==> src/rtl/uart_line_rx_pkg.sv <==
// Shared definitions for the UART line receiver: FSM states, LF marker, default widths.
package uart_line_rx_pkg;

  typedef enum logic [1:0] {
    RX_IDLE,
    RX_START,
    RX_DATA,
    RX_STOP
  } rx_state_e;

  localparam logic [7:0] LF          = 8'h0a;
  localparam int         DIV_W_DEF   = 16;
  localparam int         FIFO_AW_DEF = 4;

endpackage

==> src/rtl/uart_line_rx_byte_fifo.sv <==
// Show-ahead byte FIFO with occupancy count; a pop in the same cycle frees a slot for a push when full.
module uart_line_rx_byte_fifo #(
  parameter int FIFO_AW = 4
) (
  input  logic               clk,
  input  logic               reset,
  input  logic               wr,
  input  logic [7:0]         din,
  input  logic               rd,
  output logic [7:0]         dout,
  output logic               valid,
  output logic               full,
  output logic [FIFO_AW:0]   count
);

  localparam int DEPTH = 1 << FIFO_AW;

  logic [7:0]         mem_q [DEPTH];
  logic [FIFO_AW-1:0] wptr_q, wptr_d;
  logic [FIFO_AW-1:0] rptr_q, rptr_d;
  logic [FIFO_AW:0]   count_q, count_d;
  logic               do_push, do_pop;

  assign valid   = (count_q != '0);
  assign full    = (count_q == (FIFO_AW+1)'(DEPTH));
  assign count   = count_q;
  assign do_pop  = rd && valid;
  assign do_push = wr && (!full || do_pop);
  // Head is forced to zero while empty so every output reads 0 out of reset.
  assign dout    = valid ? mem_q[rptr_q] : 8'h00;

  always_comb begin
    wptr_d  = wptr_q;
    rptr_d  = rptr_q;
    count_d = count_q;
    if (do_push) wptr_d = wptr_q + 1'b1;
    if (do_pop)  rptr_d = rptr_q + 1'b1;
    unique case ({do_push, do_pop})
      2'b10:   count_d = count_q + 1'b1;
      2'b01:   count_d = count_q - 1'b1;
      default: count_d = count_q;
    endcase
  end

  always_ff @(posedge clk or negedge reset) begin
    if (!reset) begin
      wptr_q  <= '0;
      rptr_q  <= '0;
      count_q <= '0;
    end else begin
      wptr_q  <= wptr_d;
      rptr_q  <= rptr_d;
      count_q <= count_d;
    end
  end

  // NOTE: the storage array has no reset; validity is tracked by count_q alone, so
  // the array maps onto plain RAM/flops without a reset network.
  always_ff @(posedge clk) begin
    if (do_push) mem_q[wptr_q] <= din;
  end

endmodule

==> src/rtl/uart_line_rx.sv <==
// 8N1 UART receiver feeding a byte FIFO; flags LF arrival, framing errors and overruns.
module uart_line_rx
  import uart_line_rx_pkg::*;
#(
  parameter int DIV_W   = DIV_W_DEF,
  parameter int FIFO_AW = FIFO_AW_DEF
) (
  input  logic               clk,
  input  logic               reset,
  input  logic [DIV_W-1:0]   div,
  input  logic               rxd,
  input  logic               rd,
  output logic [7:0]         dout,
  output logic               valid,
  output logic [FIFO_AW:0]   count,
  output logic               line_done,
  output logic               frame_err,
  output logic               overrun,
  input  logic               clr
);

  rx_state_e        state_q, state_d;
  logic [1:0]       sync_q, sync_d;
  logic [DIV_W-1:0] bit_len_q, bit_len_d;
  logic [DIV_W-1:0] cnt_q, cnt_d;
  logic [2:0]       idx_q, idx_d;
  logic [7:0]       shift_q, shift_d;
  logic             push_q, push_d;
  logic             line_done_q, line_done_d;
  logic             frame_err_q, frame_err_d;
  logic             overrun_q, overrun_d;
  logic             rxs, fe_set, fifo_full, accept, drop, expired;

  assign rxs     = sync_q[1];
  // A count expires on the cycle it would step to zero, so one bit spans exactly bit_len clocks.
  assign expired = (cnt_q <= DIV_W'(1));
  assign accept  = push_q && (!fifo_full || (rd && valid));
  assign drop    = push_q && !accept;

  // NOTE: every signal assigned here gets its default first, so no path leaves it
  // unassigned and no latch is inferred.
  always_comb begin
    sync_d    = {sync_q[0], rxd};
    state_d   = state_q;
    bit_len_d = bit_len_q;
    cnt_d     = cnt_q;
    idx_d     = idx_q;
    shift_d   = shift_q;
    push_d    = 1'b0;
    fe_set    = 1'b0;
    unique case (state_q)
      RX_IDLE: if (!rxs) begin
        bit_len_d = div;
        cnt_d     = div >> 1;
        state_d   = RX_START;
      end
      RX_START: begin
        if (!expired)  cnt_d = cnt_q - DIV_W'(1);
        else if (rxs)  state_d = RX_IDLE;
        else begin
          cnt_d   = bit_len_q;
          idx_d   = 3'd0;
          state_d = RX_DATA;
        end
      end
      RX_DATA: begin
        if (!expired) cnt_d = cnt_q - DIV_W'(1);
        else begin
          shift_d[idx_q] = rxs;
          cnt_d          = bit_len_q;
          idx_d          = idx_q + 3'd1;
          if (idx_q == 3'd7) state_d = RX_STOP;
        end
      end
      RX_STOP: begin
        if (!expired) cnt_d = cnt_q - DIV_W'(1);
        else begin
          push_d  = rxs;
          fe_set  = !rxs;
          state_d = RX_IDLE;
        end
      end
      default: state_d = RX_IDLE;
    endcase

    line_done_d = accept && (shift_q == LF);
    frame_err_d = fe_set || (frame_err_q && !clr);
    overrun_d   = drop   || (overrun_q   && !clr);
  end

  // NOTE: state is updated with non-blocking assignments so every flop samples
  // the pre-edge values regardless of statement order.
  always_ff @(posedge clk or negedge reset) begin
    if (!reset) begin
      sync_q      <= 2'b11;
      state_q     <= RX_IDLE;
      bit_len_q   <= '0;
      cnt_q       <= '0;
      idx_q       <= '0;
      shift_q     <= '0;
      push_q      <= 1'b0;
      line_done_q <= 1'b0;
      frame_err_q <= 1'b0;
      overrun_q   <= 1'b0;
    end else begin
      sync_q      <= sync_d;
      state_q     <= state_d;
      bit_len_q   <= bit_len_d;
      cnt_q       <= cnt_d;
      idx_q       <= idx_d;
      shift_q     <= shift_d;
      push_q      <= push_d;
      line_done_q <= line_done_d;
      frame_err_q <= frame_err_d;
      overrun_q   <= overrun_d;
    end
  end

  assign line_done = line_done_q;
  assign frame_err = frame_err_q;
  assign overrun   = overrun_q;

  uart_line_rx_byte_fifo #(.FIFO_AW(FIFO_AW)) u_fifo (
    .clk   (clk),
    .reset (reset),
    .wr    (push_q),
    .din   (shift_q),
    .rd    (rd),
    .dout  (dout),
    .valid (valid),
    .full  (fifo_full),
    .count (count)
  );

endmodule
==> config.mk <==
export PLATFORM = sky130hd
export DESIGN_NAME = uart_line_rx
export DESIGN_NICKNAME = d
export VERILOG_FILES = /design/src/rtl/uart_line_rx_pkg.sv /design/src/rtl/uart_line_rx_byte_fifo.sv /design/src/rtl/uart_line_rx.sv
export SDC_FILE = /design/constraint.sdc
export NUM_CORES = 1
export LEC_CHECK = 0
export ABC_AREA = 1
export CAP_MARGIN = 20
export CORE_AREA = 2 2 138 140
export DETAILED_ROUTE_END_ITERATION = 12
export DIE_AREA = 0 0 140 142
export GPL_TIMING_DRIVEN = 0
export PLACE_DENSITY = 0.73
export SETUP_SLACK_MARGIN = 0.05
export SYNTH_ARGS = -nofsm -noshare
export SYNTH_HDL_FRONTEND = slang
export SYNTH_HIERARCHICAL = 1
export SYNTH_SLANG_ARGS = --single-unit
==> constraint.sdc <==
create_clock -name clk -period 2.2 [get_ports clk]
set_input_delay 0.55 -clock clk [delete_from_list [all_inputs] [get_ports clk]]
set_output_delay 0.55 -clock clk [all_outputs]
set_load 0.05 [all_outputs]
=== Word level (Yosys, flattened, before mapping) ===
Memory sizes are Yosys's and may differ from the RTL's.
Cells that the tools add are included.

* Register bits: 64
* RAM bits: 128
* Input bits: 21
* Output and inout bits: 17
* Word-level logic and storage cells: 91
* Memories: 1

* $add $sub $neg: 6
* $lt $le $gt $ge: 3
* Equality and inequality tests: 16
* Mux-type cells: 28
* Bitwise operators: 1
* Reduce and logical (&&, ||, !) cells: 23

{| class="wikitable"
|+ Memory list
! name !! words !! bits a word !! rd ports !! clocked after Yosys merged registers in !! write ports !! RTL line !! source
|-
| u_fifo.mem_q || 16 || 8 || 1 || 0 || 1 || uart_line_rx_byte_fifo.sv:18 || <nowiki>logic [7:0] mem_q [DEPTH];</nowiki>
|}

{| class="wikitable"
|+ Operators by type and width
! cell !! count
|-
| 16-bit two-way mux || 5
|-
| 16-bit case mux with 4 select lines || 1
|-
| 16-bit by 1-bit <= comparator with 1-bit output (second input constant) || 1
|-
| 16-bit by 1-bit subtractor with 16-bit output (second input constant) || 1
|-
| 2-bit inequality test (second input constant) || 7
|-
| 2-bit two-way mux || 6
|-
| 5-bit case mux with 2 select lines || 1
|-
| 3-bit two-way mux || 3
|-
| 4-bit by 1-bit adder with 4-bit output (second input constant) || 2
|-
| 8-bit bitwise mux || 1
|-
| 8-bit by 4-bit == test with 1-bit output (second input constant) || 1
|-
| 8-bit two-way mux || 1
|-
| 2-bit case mux with 4 select lines || 1
|-
| 1-bit logical AND || 7
|-
| 1-bit two-way mux || 7
|-
| 2-bit == test (second input constant) || 3
|-
| 3-bit case mux with 2 select lines || 1
|-
| 5-bit by 1-bit adder with 5-bit output (second input constant) || 1
|-
| 5-bit == test (second input constant) || 1
|-
| 5-bit AND reduction || 1
|-
| 5-bit nonzero test || 1
|-
| 5-bit by 1-bit subtractor with 5-bit output (second input constant) || 1
|-
| 2-bit by 1-bit == test with 1-bit output (second input constant) || 2
|-
| 1-bit zero test || 4
|-
| other kinds (13) || 17
|}

=== Logic depth before layout (Yosys ltp) ===
* Depth after elaboration: 7
* Gate-level depth with buffers: 14
* Mapped depth without buffers: 14

=== Cells and area by module ===
Netlist, hierarchy kept.

{| class="wikitable"
|+ Modules (own cells, without submodules)
! module !! instances !! cells each !! area each (um2) !! sequential area each (um2)
|-
| uart_line_rx_byte_fifo || 1 || 526 || 5960.7 || 4169.0
|-
| uart_line_rx || 1 || 426 || 3057.9 || 1278.7
|}

=== Worst setup path before layout ===
No wires, ideal clock.

* Path kind: flip-flop to output port
* From: register u_fifo.count_q[1] (netlist: u_fifo/count[1])
* To: output port dout[0]
* Arrival time: 2108 ps
* Required time: 1650 ps
* Path slack: -458 ps
* Cell stages (with the launch flop): 5
* Path buffers: 0
* Cells stage by stage: dfrtp_1 > nor2_1 > nand3_2 > inv_1 > a21oi_1

* Longest elaborated chain between the ends: 2

{| class="wikitable"
|+ RTL lines
! element !! RTL line !! source
|-
| start, declared || uart_line_rx_byte_fifo.sv:21 || <nowiki>logic [FIFO_AW:0] count_q, count_d;</nowiki>
|-
| start signal, assigned || uart_line_rx_byte_fifo.sv:53 || <nowiki>count_q <= count_d;</nowiki>
|-
| 5-bit nonzero test || uart_line_rx_byte_fifo.sv:24 || <nowiki>assign valid = (count_q != '0);</nowiki>
|-
| via valid || uart_line_rx.sv:14 || <nowiki>output logic valid,</nowiki>
|-
| 8-bit two-way mux || uart_line_rx_byte_fifo.sv:30 || <nowiki>assign dout = valid ? mem_q[rptr_q] : 8'h00;</nowiki>
|-
| end, declared || uart_line_rx.sv:13 || <nowiki>output logic [7:0] dout,</nowiki>
|}

The timed path passes the listed nets, and every way through them passes these cells.

=== Worst setup path after layout ===
* From: register u_fifo.rptr_q[0]
* To: output port dout[7]

* Longest elaborated chain between the ends: 2

{| class="wikitable"
|+ RTL lines
! element !! RTL line !! source
|-
| start, declared || uart_line_rx_byte_fifo.sv:20 || <nowiki>logic [FIFO_AW-1:0] rptr_q, rptr_d;</nowiki>
|-
| start signal, assigned || uart_line_rx_byte_fifo.sv:52 || <nowiki>rptr_q <= rptr_d;</nowiki>
|-
| memory 16 x 8 bit || -- ||
|-
| 8-bit two-way mux || uart_line_rx_byte_fifo.sv:30 ||
|}

No other way between the ends.

==> results.cfg <==
[yosys]
synth_top_family_by_area = simple AND/OR/NAND/NOR gates
synth_compound_area_share_pct = 5.06
synth_edf_count = 128
seq_area_frac_synth_pct = 60.4
synth_nets = 991
synth_simple_gate_area_share_pct = 24.6
netlist_instances = 952
yosys_warnings = 6
syn_avg_cell_area_um2 = 9.47
synth-async-reset-ratio_pct = 33.3
synthFlopType = edfxtp_1
synth_xor_area_share_pct = 1.75
synth_mux_area_share_pct = 0.375
synthAdderAreaFrac_pct = 2.58
synthesis.area_mm2 = 0.00902
synth-seq-cells = 192
synth.distinct_cells = 43

[drt]
wl_per_cell_um = 17.6
vias = 6873
drt_iter0_drc = 680
postRouteAntennaNets = 0
viasPerCell = 5.39
drt-total-wl_mm = 22.4
drc = 0
firstDrtPassIters = 5

[floorplan]
start_util_pct = 48.9
fp.dieArea_mm2 = 0.0199
fp.coreArea_mm2 = 0.0185
die_h_um = 142
fp-row-count = 50
die_w_um = 140
ios = 38

[finish]
final_common_cell = nand2_1
fin_cells = 1276
final_cell_mix = 312 x nand2_1, 128 x edfxtp_1, 72 x nand3_1, 68 x inv_1, 56 x dfrtp_1
drive_gt1_share_pct = 20.6
synthToLayoutAreaGrowth_pct = 23.7
post-route-cell-area_mm2 = 0.0112
finalNetCount = 1068
n_antenna_cell = 0

[global_routing]
globalRoute.totalOverflow = 0
grt_pass1_vias = 6220
grt_usage_pct = 22.7
grt_pass1_wl_mm = 34.2
grt_max_degree = 65
antenna_found_initial = 0

[critical_path]
cp-start-kind = flip-flop
crit_required_ns = 1.65
path_class = flip-flop to output port
path_max_fanout = 5
endpoint_kind = output port
crit_arrival_ns = 2.10

[placed_design]
placed_cells = 1223
routabilityCongestion = 0.893
place_area_mm2 = 0.00976
dp_hpwl_mm = 14.3
portBuffers = 37

[sta]
drv_slew = 0
grt_setup_unrepaired = yes
worst_slew_pin_slew_ns = 0.859
worst_slack_ns = -0.448
fin_crit_sh_pct = 120
maxSlewHeadroom_pct = 42.7
layout_min_cycle_time_ns = 2.65
hold_viol_final = 0
finClkSkew_ns = 0.00898
setup-violations-final = 8
timing.fmax_mhz = 378

[clock_tree]
cts_buffer_depth = 2
clkLatencyLatePin_ns = 0.44
numCtsBuffers = 17
path_clk_slew_ns = 0.07
htree_levels = 4
cts_tree = done
root_buffer = clkbuf_16
hold_buffers = 0
cts.sinks = 192

[outcome]
outcome = finished, violations left
violations = setup timing

[job]
drv_cap = 0

[power]
power_density_mw_per_mm2 = 1310
totalPowerFinal_mw = 14.6
p_leak_nw = 4.73
ir_worst_vdd_uv = 770

[min_path]
hold_class = primary input to async pin
## critical path, cell delays in order, from the launching register on
cell       delay, ns
dfrtp_2         0.49
inv_4           0.12
clkbuf_16       0.16
clkbuf_16       0.13
nand2_1         0.05
nand3_1         0.10
nand3_1         0.14
nand2_1         0.09
nand2_1         0.06
a21oi_2         0.15
buf_6           0.17
## what timing repair did
| item | in CTS | in global routing |
|---|---|---|
| pin swaps | 6 | 26 |
| setup endpoints to repair | 144 | 87 |
| endpoints found under the hold margin | 0 | 0 |
| gates resized for setup | 146 | 74 |
| gates cloned | 1 | 5 |
| buffers inserted | 4 | 12 |
## flip-flops by register name (all words and copies together), names as in the netlist, 2 cells and up, named ones only
register,count
u_fifo/wptr_q,4
u_fifo/count,5
sync_q,2
idx_q,3
bit_len_q,16
shift_q,8
u_fifo/mem_q,128
cnt_q,16
u_fifo/rptr_q,4
## logic make-up (layout without fill, tap and decap cells)
logic type | Yosys count | in the layout
muxes | 3 | 3
DFF | 192 | 192
xor gates and xnor gates | 18 | 18
AOI/OAI and AO/OA | 81 | 81
and+or+nand+nor | 527 | 527
adders and majority gates | 18 | 18
buffers and inverters | 113 | 203
## layout make-up
class	count	area [um2]
plain buffers	38	319
clock buffers	19	433
clock inverters	13	129
fillers	1455	7300
inverters	74	290
multi-input cells	647	3590
flip-flops and latches	192	5460
well taps	234	293
repair buffers	59	649
## cells in the mapped netlist, drive strengths merged (2+ instances only)
master	count	area share [%]
nor2	65	2.9
dfstp	2	0.58
mux2	3	0.37
edfxtp	128	43
nand3b	4	0.33
inv	72	3.0
clkinv	2	0.083
a21oi	39	2.3
clkbuf	12	0.50
xor2	8	0.78
buf	27	1.6
nand3	119	6.7
dfrtp	62	17
nand2	330	14
ha	17	2.4
xnor2	10	0.97
nor3	3	0.35
o21ai	35	2.1
nand4	4	0.28
o211ai	3	0.25
## layer usage
| metal | wire length, um | global-route usage (%) |
|---|---|---|
| met1 | 9970 | 32.7 |
| met2 | 10500 | 35.1 |
| met3 | 1460 | 3.97 |
| met4 | 510 | 8.29 |
| met5 | 0 | 0 |
## final timing paths
path                                  endpoint  cells after the start  slack, ns             start
max                                    dout[7]                     10      -0.45  u_fifo/rptr_q[0]
min                           u_fifo/rptr_q[1]                      1       0.22             reset
max reg2reg                u_fifo/mem_q[11][7]                      7       0.09   u_fifo/count[2]
min reg2reg                          sync_q[1]                      0       0.36         sync_q[0]
max in group asynchronous      u_fifo/count[2]                      1       1.39             reset
min in group clk                     sync_q[1]                      0       0.36         sync_q[0]
## where the power goes
| part | internal, mW | switching (mW) |
|---|---|---|
| clock | 1.59 | 1.39 |
| combinational | 2.69 | 4.30 |
| sequential | 4.23 | 0.392 |
| total | 8.51 | 6.08 |
## per-stage QoR
| stage | setup slack [ns] | util (%) | hold slack (ns) | TNS, ns |
|---|---|---|---|---|
| 6_report | -0.448 | 60.5 | 0.216 | -3.22 |
| 4_1_cts | -0.385 | 57.7 | 0.253 | -3.00 |
| 2_1_floorplan | 0.0542 | - | 0.254 | 0 |
| 5_1_grt | -0.491 | 60.5 | 0.277 | -3.81 |
| 3_3_place_gp | -2.00 | 52.9 | 0.346 | -185.32 |
| 3_5_place_dp | -0.778 | 52.9 | 0.347 | -75.77 |
Note: power is estimated with default switching activity, not from simulation.
